<file path="src/rtl/ball_rng_pkg.sv">
// Shared types and LFSR tap constants for the ball velocity generator.
// Holds the draw FSM state enum and the X direction policy enum.
package ball_rng_pkg;

  typedef enum logic [1:0] {
    IDLE,
    DRAW,
    HOLD
  } state_e;

  typedef enum logic [1:0] {
    DIR_RAND = 2'b00,
    DIR_POS  = 2'b01,
    DIR_NEG  = 2'b10,
    DIR_ALT  = 2'b11
  } dir_e;

  localparam logic [7:0]  TAP8  = 8'hB8;
  localparam logic [15:0] TAP16 = 16'hB400;
  localparam logic [31:0] TAP32 = 32'hA300_0000;

  // Right-shifting Galois taps for each supported width.
  function automatic logic [31:0] lfsr_tap(input int w);
    logic [31:0] t;
    case (w)
      8:       t = {24'd0, TAP8};
      32:      t = TAP32;
      default: t = {16'd0, TAP16};
    endcase
    return t;
  endfunction

endpackage

</file>
<file path="src/rtl/lfsr_core.sv">
// Parametrised right-shifting Galois LFSR with xor-in and zero guard.
// A zero next state is replaced by the seed (or 1 for a zero seed).
module lfsr_core
  import ball_rng_pkg::*;
#(
  parameter int           W    = 16,
  parameter logic [W-1:0] TAP  = 16'hB400,
  parameter logic [W-1:0] SEED = 16'hACE1
) (
  input  logic         clk_i,
  input  logic         rst_i,
  input  logic         xor_en_i,
  input  logic [7:0]   xor_i,
  output logic [W-1:0] state_o
);

  localparam logic [W-1:0] SEED_NZ =
    (SEED == '0) ? W'(1) : SEED;

  logic [W-1:0] state_q;
  logic [W-1:0] state_d;
  logic [W-1:0] mix;

  function automatic logic [W-1:0] step(
    input logic [W-1:0] s
  );
    logic [W-1:0] n;
    n = {1'b0, s[W-1:1]};
    if (s[0]) n = n ^ TAP;
    return n;
  endfunction

  // Next state: one Galois step, optional xor-in, then zero guard.
  always_comb begin
    mix     = xor_en_i ? W'(xor_i) : '0;
    state_d = step(state_q) ^ mix;
    if (state_d == '0) state_d = SEED_NZ;
  end

  // State register, reloaded with the guarded seed on reset.
  always_ff @(posedge clk_i) begin
    if (rst_i) state_q <= SEED_NZ;
    else       state_q <= state_d;
  end

  assign state_o = state_q;

endmodule

</file>
<file path="src/rtl/ball_velocity_gen.sv">
// Random signed X/Y ball velocity generator with rejection sampling.
// Define BALL_RNG_ENTROPY_EN to mix the entropy byte into the LFSR on each accepted request.
module ball_velocity_gen
  import ball_rng_pkg::*;
#(
  parameter int          LFSR_W    = 16,
  parameter int          SPEED_W   = 4,
  parameter int          MIN_SPEED = 1,
  parameter int          MAX_SPEED = 6,
  parameter logic [31:0] SEED      = 32'h0000_ACE1,
  parameter int          MAX_TRIES = 4
) (
  input  logic               CLK,
  input  logic               RESET,
  input  logic               req,
  input  logic               ack,
  input  logic [1:0]         dir_mode,
  input  logic [7:0]         entropy,
  output logic [SPEED_W-1:0] Xspeed,
  output logic [SPEED_W-1:0] Yspeed,
  output logic               valid,
  output logic               busy
);

  localparam int MW = SPEED_W - 1;
  localparam int TW = $clog2(MAX_TRIES + 1);

  localparam logic [LFSR_W-1:0] TAP =
    LFSR_W'(lfsr_tap(LFSR_W));
  localparam logic [LFSR_W-1:0] SEED_L =
    LFSR_W'(SEED);

  localparam logic [SPEED_W-1:0] MIN_S =
    SPEED_W'(MIN_SPEED);
  localparam logic [SPEED_W-1:0] MAX_S =
    SPEED_W'(MAX_SPEED);
  localparam logic [TW-1:0] LAST_TRY =
    TW'(MAX_TRIES - 1);

  state_e             state_q;
  logic               req_d;
  logic               valid_q;
  logic               busy_q;
  logic               xpos_q;
  logic [TW-1:0]      tries_q;
  logic [SPEED_W-1:0] xs_q;
  logic [SPEED_W-1:0] ys_q;

  logic [LFSR_W-1:0]  lfsr;
  logic               edge_ok;
  logic               mix_en;
  logic               unused_lfsr;

  logic [MW-1:0]      mag_x;
  logic [MW-1:0]      mag_y;
  logic [MW-1:0]      clp_x;
  logic [MW-1:0]      clp_y;
  logic               s_x;
  logic               s_y;
  logic               x_pos;
  logic               in_rng;
  logic               last_try;
  logic [SPEED_W-1:0] x_val;
  logic [SPEED_W-1:0] y_val;

  // Widened compare keeps range tests valid when MAX fills the field.
  function automatic logic in_range(
    input logic [MW-1:0] m
  );
    logic [SPEED_W-1:0] e;
    e = {1'b0, m};
    return (e >= MIN_S) && (e <= MAX_S);
  endfunction

  function automatic logic [MW-1:0] clamp(
    input logic [MW-1:0] m
  );
    logic [SPEED_W-1:0] e;
    e = {1'b0, m};
    if (e < MIN_S) e = MIN_S;
    if (e > MAX_S) e = MAX_S;
    return e[MW-1:0];
  endfunction

  function automatic logic [SPEED_W-1:0] apply_sign(
    input logic          pos,
    input logic [MW-1:0] m
  );
    logic [SPEED_W-1:0] v;
    v = {1'b0, m};
    return pos ? v : -v;
  endfunction

  assign edge_ok = (state_q == IDLE) & req & ~req_d;

`ifdef BALL_RNG_ENTROPY_EN
  assign mix_en = edge_ok;
`else
  assign mix_en = 1'b0;
`endif

  lfsr_core #(
    .W    (LFSR_W),
    .TAP  (TAP),
    .SEED (SEED_L)
  ) u_lfsr (
    .clk_i    (CLK),
    .rst_i    (RESET),
    .xor_en_i (mix_en),
    .xor_i    (entropy),
    .state_o  (lfsr)
  );

  assign unused_lfsr = ^lfsr;

  // Candidate velocity from the current LFSR state.
  always_comb begin
    mag_x    = lfsr[MW-1:0];
    mag_y    = lfsr[2*MW-1:MW];
    s_x      = lfsr[LFSR_W-1];
    s_y      = lfsr[LFSR_W-2];
    in_rng   = in_range(mag_x) && in_range(mag_y);
    last_try = (tries_q == LAST_TRY);
    clp_x    = clamp(mag_x);
    clp_y    = clamp(mag_y);
    x_pos    = s_x;
    case (dir_e'(dir_mode))
      DIR_RAND: x_pos = s_x;
      DIR_POS:  x_pos = 1'b1;
      DIR_NEG:  x_pos = 1'b0;
      DIR_ALT:  x_pos = ~xpos_q;
      default:  x_pos = s_x;
    endcase
    x_val = apply_sign(x_pos, clp_x);
    y_val = apply_sign(s_y, clp_y);
  end

  // Request / draw / hold FSM with registered outputs.
  always_ff @(posedge CLK) begin
    if (RESET) begin
      state_q <= IDLE;
      req_d   <= 1'b0;
      tries_q <= '0;
      valid_q <= 1'b0;
      busy_q  <= 1'b0;
      xs_q    <= MIN_S;
      ys_q    <= MIN_S;
      xpos_q  <= 1'b1;
    end else begin
      req_d <= req;
      unique case (state_q)
        IDLE: begin
          if (edge_ok) begin
            state_q <= DRAW;
            busy_q  <= 1'b1;
            tries_q <= '0;
          end
        end
        DRAW: begin
          if (in_rng || last_try) begin
            xs_q    <= x_val;
            ys_q    <= y_val;
            xpos_q  <= x_pos;
            valid_q <= 1'b1;
            state_q <= HOLD;
          end else begin
            tries_q <= tries_q + TW'(1);
          end
        end
        HOLD: begin
          if (ack) begin
            valid_q <= 1'b0;
            busy_q  <= 1'b0;
            state_q <= IDLE;
          end
        end
        default: state_q <= IDLE;
      endcase
    end
  end

  assign Xspeed = xs_q;
  assign Yspeed = ys_q;
  assign valid  = valid_q;
  assign busy   = busy_q;

endmodule

</file>
<file path="config.mk">
export PLATFORM = sky130hd
export DESIGN_NAME = ball_velocity_gen
export DESIGN_NICKNAME = d
export VERILOG_FILES = /design/src/rtl/ball_rng_pkg.sv /design/src/rtl/lfsr_core.sv /design/src/rtl/ball_velocity_gen.sv
export SDC_FILE = /design/constraint.sdc
export NUM_CORES = 1
export LEC_CHECK = 0
export BUFFER_PORTS_ARGS = -buffer_cell sky130_fd_sc_hd__buf_2
export CAP_MARGIN = 20
export CORE_ASPECT_RATIO = 1.4
export CORE_MARGIN = 2
export CORE_UTILIZATION = 47
export CTS_CLUSTER_SIZE = 16
export DETAILED_ROUTE_END_ITERATION = 7
export PLACE_DENSITY = 0.79
export SYNTH_ARGS = -nofsm -noshare
export SYNTH_HDL_FRONTEND = slang
export SYNTH_HIERARCHICAL = 1
export SYNTH_SLANG_ARGS = --single-unit
</file>
<file path="constraint.sdc">
create_clock -name CLK -period 4 [get_ports CLK]
set_clock_uncertainty 0.1 [all_clocks]
set_input_delay 0.2 -clock CLK [delete_from_list [all_inputs] [get_ports CLK]]
set_output_delay 0.2 -clock CLK [all_outputs]
set_load 0.01 [all_outputs]
</file>
==> results of run 1 <==
==> sequential cells by signal, summed over array words and instances, names as in the netlist <==
| name | cells |
|---|---|
| Xspeed | 4 |
| state_q | 2 |
| req_d | 1 |
| tries_q | 3 |
| busy | 1 |
| valid | 1 |
| u_lfsr/state_o | 16 |
| xpos_q | 1 |
| Yspeed | 4 |
==> where the power goes <==
| group | switching (W) | internal, W |
|---|---|---|
| Combinational | 0.0000865 | 0.0000675 |
| Clock | 0.000127 | 0.000120 |
| Sequential | 0.0000312 | 0.000358 |
| Total | 0.000245 | 0.000545 |
==> cell families after synthesis <==
kind of cell / Yosys count / synth area share [%]
AO/OA/AOI/OAI: 56 / 26.8
XOR/XNOR: 14 / 8.15
adder cells (fa/ha/maj): 4 / 2.97
buffers and inverters: 14 / 3.26
flip-flops: 33 / 39.1
multiplexers: 1 / 0.593
other: 1 / 0.222
AND/OR/NAND/NOR: 53 / 18.8
==> cells in the final DEF (no fill, tap or decap), drive strengths merged, types with 4 or more instances in the layout <==
cell type | netlist | final
a211oi | 5 | 5
a21oi | 13 | 13
buf | 2 | 23
clkbuf | 2 | 5
dfxtp | 33 | 33
ha | 4 | 4
inv | 10 | 10
nand2 | 11 | 11
nand3 | 6 | 6
nand4b | 4 | 4
nor2 | 12 | 12
nor2b | 5 | 5
nor3 | 6 | 6
o211ai | 6 | 6
o21a | 4 | 4
o21ai | 11 | 11
o22ai | 4 | 4
xnor2 | 5 | 5
xor2 | 9 | 9
==> how the worst min path moves through the flow <==
stage                          to  slack (ps)  cells past startpoint
6_report                    req_d          60                      2
5_1_grt                     req_d          80                      2
4_1_cts                     req_d          50                      2
3_5_place_dp   u_lfsr/state_o[11]         350                      2
3_3_place_gp   u_lfsr/state_o[11]         340                      2
2_1_floorplan               req_d         170                      1
==> critical path, delay by kind of cell, from the launching register on <==
kind	cells	cell delay (ps)
DFF	1	330
adders and majority gates	2	410
and+or+nand+nor	1	350
AOI/OAI and AO/OA	3	640
==> stage by stage <==
stage                     setup WS [ps]  util [%]  power (W)  std cells  cell area, um^2
final                              2090      56.4   0.000790        243             1920
after global routing               1950      56.4   0.000829        243             1920
after CTS                          2080      56.4   0.000795        243             1920
after detailed placement           2100      53.8   0.000548        235             1840
after global placement             2180      53.8   0.000545        235             1840
after floorplan                    2250         -   0.000504        176             1690
==> final cells by class <==
type                            count  share of cell area (%)
Multi-Input combinational cell    129                    50.6
Tap cell                           40                    2.60
Clock buffer                        5                    3.58
Clock inverter                      3                   0.911
Sequential cell                    33                    34.4
Inverter                           10                    1.95
Timing Repair Buffer               23                    5.99
==> per-layer routing <==
layer | GRT usage (%) | vias up
met1 | 22.5 | 666
met2 | 33.2 | 18
met3 | 4.56 | 6
met4 | 10.3 | 0
li1 | - | 694
met5 | 0 | -
==> summary by stage, run 1 <==
Run status
The flow ran to the end, and the final reports show no timing, DRC or antenna violations.

Setup path
The slowest stage of the critical path belongs to the cell a2111o_1. The endpoint identified for the worst register-to-register timing path is tries_q[2]. The signal on the critical path passes through ha_1 > ha_1 > nor3b_1 > o41ai_4 > a2111o_1 > o31ai_1.

STA classifies the critical path startpoint as a flip-flop. The cell occurring most often along the worst timing path is ha_1. The endpoint type of the worst setup path is a flip-flop.

Along the worst path, the maximum fanout reaches 6. The largest single stage delay on the critical path is 390 ps. The category of the most critical setup path is flip-flop to flip-flop. The slack of the worst reg-to-reg path is 2090 ps. The end of the critical path is tries_q[2]. Measured in cells, the most critical reg-to-reg path has a length of 6.

STA puts the critical path data arrival time at 2010 ps. The critical path required time is 4100 ps. The reg-to-reg startpoint is tries_q[0]. Tracing the worst setup path back leads to its startpoint at tries_q[0].

Timing
The relative slew slack is 63.5%. After routing, the total negative slack on setup checks comes to 0 ps. Subtracting the final worst setup slack from the clock period gives 1910 ps. Hold is met by 55.5 ps.

At the pin with the least slew margin, the transition time is 548 ps. The period utilization is 47.8%. Setup repair after global routing left no endpoint under its margin. The number of failing setup endpoints in the final timing report is 0. The number of pins with negative max-slew slack in the final report came to 0.

The number of hold violations in the final report came to 0. For this run, the top clock speed supported by timing is 0.523 GHz.

Power
The ratio of total power to cell area is 411 nW/um^2. For this design the static power due to leakage is 0.756 nW. The worst voltage drop across the vdd grid is 0.000280 V.

Cells and area
The sequential cells in the finished layout cover a total of 661 um^2. The multi-input logic area is 972 um^2. The final-layout fill cell count is 334. From synthesis to final layout, the design area changed by 13.9%.

In the final layout, the share of cells above drive strength 1 is 26.6%. The number of inserted diodes is 0. The number of nets in the finished design is 220.

Routing
The detailed-routed wire length on met3 is 125 um. The routed layout has 1,384 vias. The violation count after the first detailed-route iteration is 32.

Summed over all layers, the routed wires come to 3.58 mm. The final routed DRC violation total is 0. For this block, wires on met1 add up to 1.51 mm. The first detailed-routing pass ran for 4 iterations.

Wire segments on met2 add up to 1.86 mm in the final route. Once detail routing completed, the nets flagged for antenna violations numbered 0. The highest routing layer actually used is met4. The detailed-route vias per instance is 5.70.

Dividing the detail-routed wire length by the instance count gives 14.7 um.

Clock network
The clock root buffer master is clkbuf_8. TritonCTS created 5 clock buffers. The number of buffers inserted to repair setup after CTS is 0. The sink count of the clock tree is 33. The post-CTS resize count is 0. In this run, post-CTS hold repair placed 0 buffers. The clock latency on the worst-skew pair is 290 ps.

The number of buffers on the longest clock path is 2. The clock transition at the registers of the reported paths is 70 ps. TritonCTS built the clock tree. The maximum level of the CTS H-tree is 2.

Floorplan
The die is 74.9 um tall. Once the floorplan was initialized, standard cells occupied 49.5% of the core. The area of the core is 3410 um^2. The area enclosed by the die boundary is 4090 um^2. The die is 54.6 um wide. The initialized floorplan defines 25 standard-cell rows. 24 I/O pins were placed.

Min path
The path class of the tightest hold or removal check is input pin to flip-flop. The worst hold path begins at req.

Yosys
The dominant register cell in the synthesized netlist is dfxtp_1. The net count of the mapped netlist is 194. The number of distinct library cells after synthesis is 45. The Yosys warning count is 6. The synthesized design spends more area on one cell type than any other, namely dfxtp_1.

The number of enable flip-flop cells after synthesis is 0. By area the synthesized netlist is led by dfxtp_1, a21oi_1, xor2_1. The dominant cell by count in the synthesized netlist is dfxtp_1. After synthesis, the most frequently instantiated cells are dfxtp_1, a21oi_1, nand2_1, inv_1, nor2_1.

In the synthesized netlist, the number of instances is 176. After synthesis the cells add up to 1690 um^2. The area share of the largest cell type after synthesis is 39.1%. For this run, the register share of the synthesized area comes to 39.1%. The flip-flop and latch count after synthesis is 33.

The mean post-synth cell area is 9.59 um^2. Counting flops with an async set or reset pin after synthesis yields a share of 0%.

Global routing
The initial antenna violation count came to 0. The aggregate global routing overflow is 0. The pin count of the biggest net entering global routing is 29. The wire length of the first global-routing pass is 5.78 mm. For this run, the total global-route usage over all layers was measured as 19.7%.

The via count of the first global-routing pass came to 1,334.

Placement
The post-DP HPWL is 2.61 mm. The number of buffers added on ports is 23. The last weighted congestion value of the routability-driven placer is 0.827.

Flow run
The tool flagged a number of max-cap violations equal to 0.
(Power assumes the default switching activity.)
==> run 2: changes to the inputs <==
--- a/config.mk
+++ b/config.mk
@@ -5,6 +5,7 @@
 export SDC_FILE = /design/constraint.sdc
 export NUM_CORES = 1
 export LEC_CHECK = 0
+export ABC_AREA = 1
 export BUFFER_PORTS_ARGS = -buffer_cell sky130_fd_sc_hd__buf_2
 export CAP_MARGIN = 20
 export CORE_ASPECT_RATIO = 1.4
==> constraint.sdc (replaced) <==
create_clock -name CLK -period 1.8 [get_ports CLK]
set_clock_uncertainty 0.1 [all_clocks]
set_input_delay 0.09 -clock CLK [delete_from_list [all_inputs] [get_ports CLK]]
set_output_delay 0.09 -clock CLK [all_outputs]
set_load 0.01 [all_outputs]
==> run 2 against run 1 <==
  * Largest power group unchanged
  * Largest cell class unchanged
  * Total power is 120% higher
  * Sequential share of layout area decreased by 0.46 points
  * Critical path depth grew 4
  * Critical path type unchanged
==> summary by stage, run 2 <==
Cells and area
The final-layout fill cell count is 353. The register with the most flip-flops in the layout has 16 of them. 0 antenna diodes ended up in the layout. The layout overhead on the synthesized area is 17.0%. Registers take 661 um^2. The number of nets in the finished design is 294. The multi-input logic area is 835 um^2. In the final layout, the share of cells above drive strength 1 is 17.3%. Leaving out fill and tap cells, the most frequent cell in the layout is nand2_1.

Leaving out fill and tap cells, the most frequent cells in the layout are nand2_1, inv_1, dfxtp_1, nand3_1, nor2_1.

Setup path
The critical path is of the flip-flop to flip-flop type. The type of element launching the critical path is a flip-flop. The worst setup path is captured at a flip-flop. The maximum fanout along the worst path is 7.

For the worst setup path, the data arrival time is 1660 ps. The startpoint of the worst setup timing path is u_lfsr/state_o[2]. The critical path required time is 1880 ps. The startpoint identified for the worst register-to-register timing path is u_lfsr/state_o[2].

Global routing
The first global-routing pass estimated 5.53 mm of wire. The total overflow left after global routing is 0. The initial antenna violation count came to 0. Entering global routing, the biggest net connects 14 pins. The global-route usage over all layers is 19.0%. The via count of the first global-routing pass is 1,343.

Clock network
The clock latency on the worst-skew pair is 290 ps. Post-CTS repair changed the size of 0 cells. Hold repair after CTS inserted 4 buffers. The number of buffers on the longest clock path is 2.

After clock tree synthesis, the clock-pin slew on the worst setup and hold paths is 70 ps. TritonCTS built the clock tree. The maximum level of the CTS H-tree is 2. The number of buffers inserted to repair setup after CTS is 0.

The clock root buffer master is clkbuf_8. The TritonCTS buffer count is 5. Clock tree synthesis found a total of 33 sinks.

Routing
The violation count after the first detailed-route iteration is 38. Dividing the detail-routed wire length by the instance count gives 10.4 um. Across all layers, the routed design uses 1,508 vias.

The first detailed-routing pass ran for 4 iterations. The aggregate routed wire length is 3.31 mm. In the routed design, unresolved DRC markers number 0. The detailed-route vias per instance is 4.76. The detail route stage leaves a number of antenna-violating nets equal to 0.

Yosys
By instance count, the leading cell after synthesis is nand2_1. Synthesis inferred 33 register bits. After synthesis, the netlist uses 24 different library cells. The biggest area consumer among synthesized cells is dfxtp_1.

The count of mapped cells out of synthesis is 240. The cell area after synthesis is 1670 um^2. The number of enable flip-flop cells after synthesis is 0.

Averaged over all synthesized cells, the footprint is 6.94 um^2. Of the post-synthesis cell area, the dominant cell type holds 39.7%. The part of the Yosys area used for sequential elements is 39.7%. In the synthesized netlist the async set-or-reset flop fraction comes to 0%. In the post-synthesis netlist, the biggest area contributors are dfxtp_1, nand2_1, inv_1. The Yosys warning count is 6.

Ranked by instance count, the synthesized netlist is headed by nand2_1, inv_1, dfxtp_1, nand3_1, nor2_1. The dominant register cell in the synthesized netlist is dfxtp_1.

Timing
The worst hold margin is 185 ps. The number of hold violations in the final report was 0. The number of pins with negative max-slew slack in the final report is 0. After layout, the worst path uses 87.6% of the clock period.

After layout, the minimum clock period comes to 1580 ps. Setup total negative slack on the finished layout was measured at 0 ps. Setup repair after global routing left no endpoint under its margin. Setup violations remaining at the end of the flow were counted as 0. The maximum clock rate is 0.634 GHz.

Power
Combinational logic burns 19.7% of the power. The analysis attributes to net switching a power of 0.000518 W. Of the total power, the share spent switching nets is 30.3%. The share of total power in sequential cells is 48.7%. The worst-case IR drop observed on VDD is 0.000808 V.

The ratio of total power to cell area is 877 nW/um^2. The portion of total power attributed to the clock network is 31.6%. The design internal power is 0.00119 W. The total leakage power is 1.02 nW.

Min path
The type of the tightest min-delay check is input pin to flip-flop. The startpoint of the most critical hold path is dir_mode[1].

Floorplan
The area enclosed by the die boundary is 4040 um^2. The core region is 3380 um^2. The width of the die is 54.3 um.

The initial utilization of the core area, before any placement, comes to 49.3%. Pin placement for this block handled 24 I/O pins. The die boundary height is 74.4 um. The placement row count is 25.

Placement
Summed over all nets, the half-perimeter wirelength after detailed placement is 2.47 mm. During placement, the flow inserted port buffers numbering 23. At the end of routability-driven placement, the weighted congestion stood at 0.795.

Flow run
Across the run, the number of max-cap violations was 0.

Run status
The flow ran to the end, and the final reports show no timing, DRC or antenna violations.
-- run 2: changes by cell type in the layout (fill, tap and decap cells not counted), moves of 6 or more --
| cell | before | now |
|---|---|---|
| nor2_1 | 10 | 25 |
| nand3_1 | 6 | 28 |
| o211ai_1 | 6 | 0 |
| xor2_1 | 7 | 1 |
| nand2_1 | 11 | 62 |
| nand3_2 | 0 | 6 |
| inv_1 | 10 | 40 |
-- run 2: worst paths after layout --
| kind | cells past startpoint | slack, ps | end |
|---|---|---|---|
| max | 10 | 220 | Xspeed[2] |
| min reg2reg | 2 | 330 | u_lfsr/state_o[8] |
| max reg2reg | 10 | 220 | Xspeed[2] |
| min | 6 | 180 | xpos_q |
-- run 2: per-layer routing --
layer	part of all wire, %	routed length, um	vias up	GRT usage, %
li1	-	-	807	-
met1	43	1420	658	21.9
met2	50	1650	39	32.5
met3	5.8	191	4	5.62
met4	1.4	46	0	6.94
met5	0	0	-	0
-- run 2: through the flow --
stage	utilization (%)	std cells	total power (W)	cell area [um^2]	worst slack (ps)
after floorplan	-	245	0.00110	1680	350
after global placement	54.0	305	0.00116	1830	272
after detailed placement	54.0	305	0.00117	1830	227
after CTS	57.7	317	0.00172	1950	215
after global routing	57.7	317	0.00181	1950	32.8
final	57.7	317	0.00171	1950	223
-- run 2: power by group through the flow --
stage	registers [W]	logic, W	clock network, W
6_report	0.000832	0.000337	0.000540
5_1_grt	0.000841	0.000388	0.000582
4_1_cts	0.000832	0.000335	0.000552
3_5_place_dp	0.000849	0.000325	0
3_3_place_gp	0.000847	0.000317	0
2_1_floorplan	0.000850	0.000247	0
-- run 2: cell families (layout without fill, tap and decap cells) --
family          count (synthesis)  after routing  share of synthesized area [%]
compound gates                 16             16                           4.81
xor+xnor                        3              3                           1.58
fa+ha+maj                       4              4                           3.01
buf+inv                        46             78                           11.3
flops                          33             33                           39.7
mux                             1              1                          0.601
other cells                     1              6                          0.225
simple gates                  136            136                           38.8
-- run 2: area by class of cell --
class / count / area share (%)
inverter: 42 / 8.09
clock buffer: 6 / 3.73
clock inverter: 2 / 0.514
tap: 40 / 2.57
multi-input combinational: 166 / 42.8
timing repair buffer: 28 / 8.35
sequential: 33 / 33.9
-- run 2: worst max-delay path: stages (launching register included) --
cell     delay [ps]
dfxtp_1         380
o21ai_0         250
nand2_1          90
ha_1            200
xnor2_1         120
nand3_1          80
nand2_1          50
inv_1            50
nand3_1          50
nand2_1          60
nor2_1           50
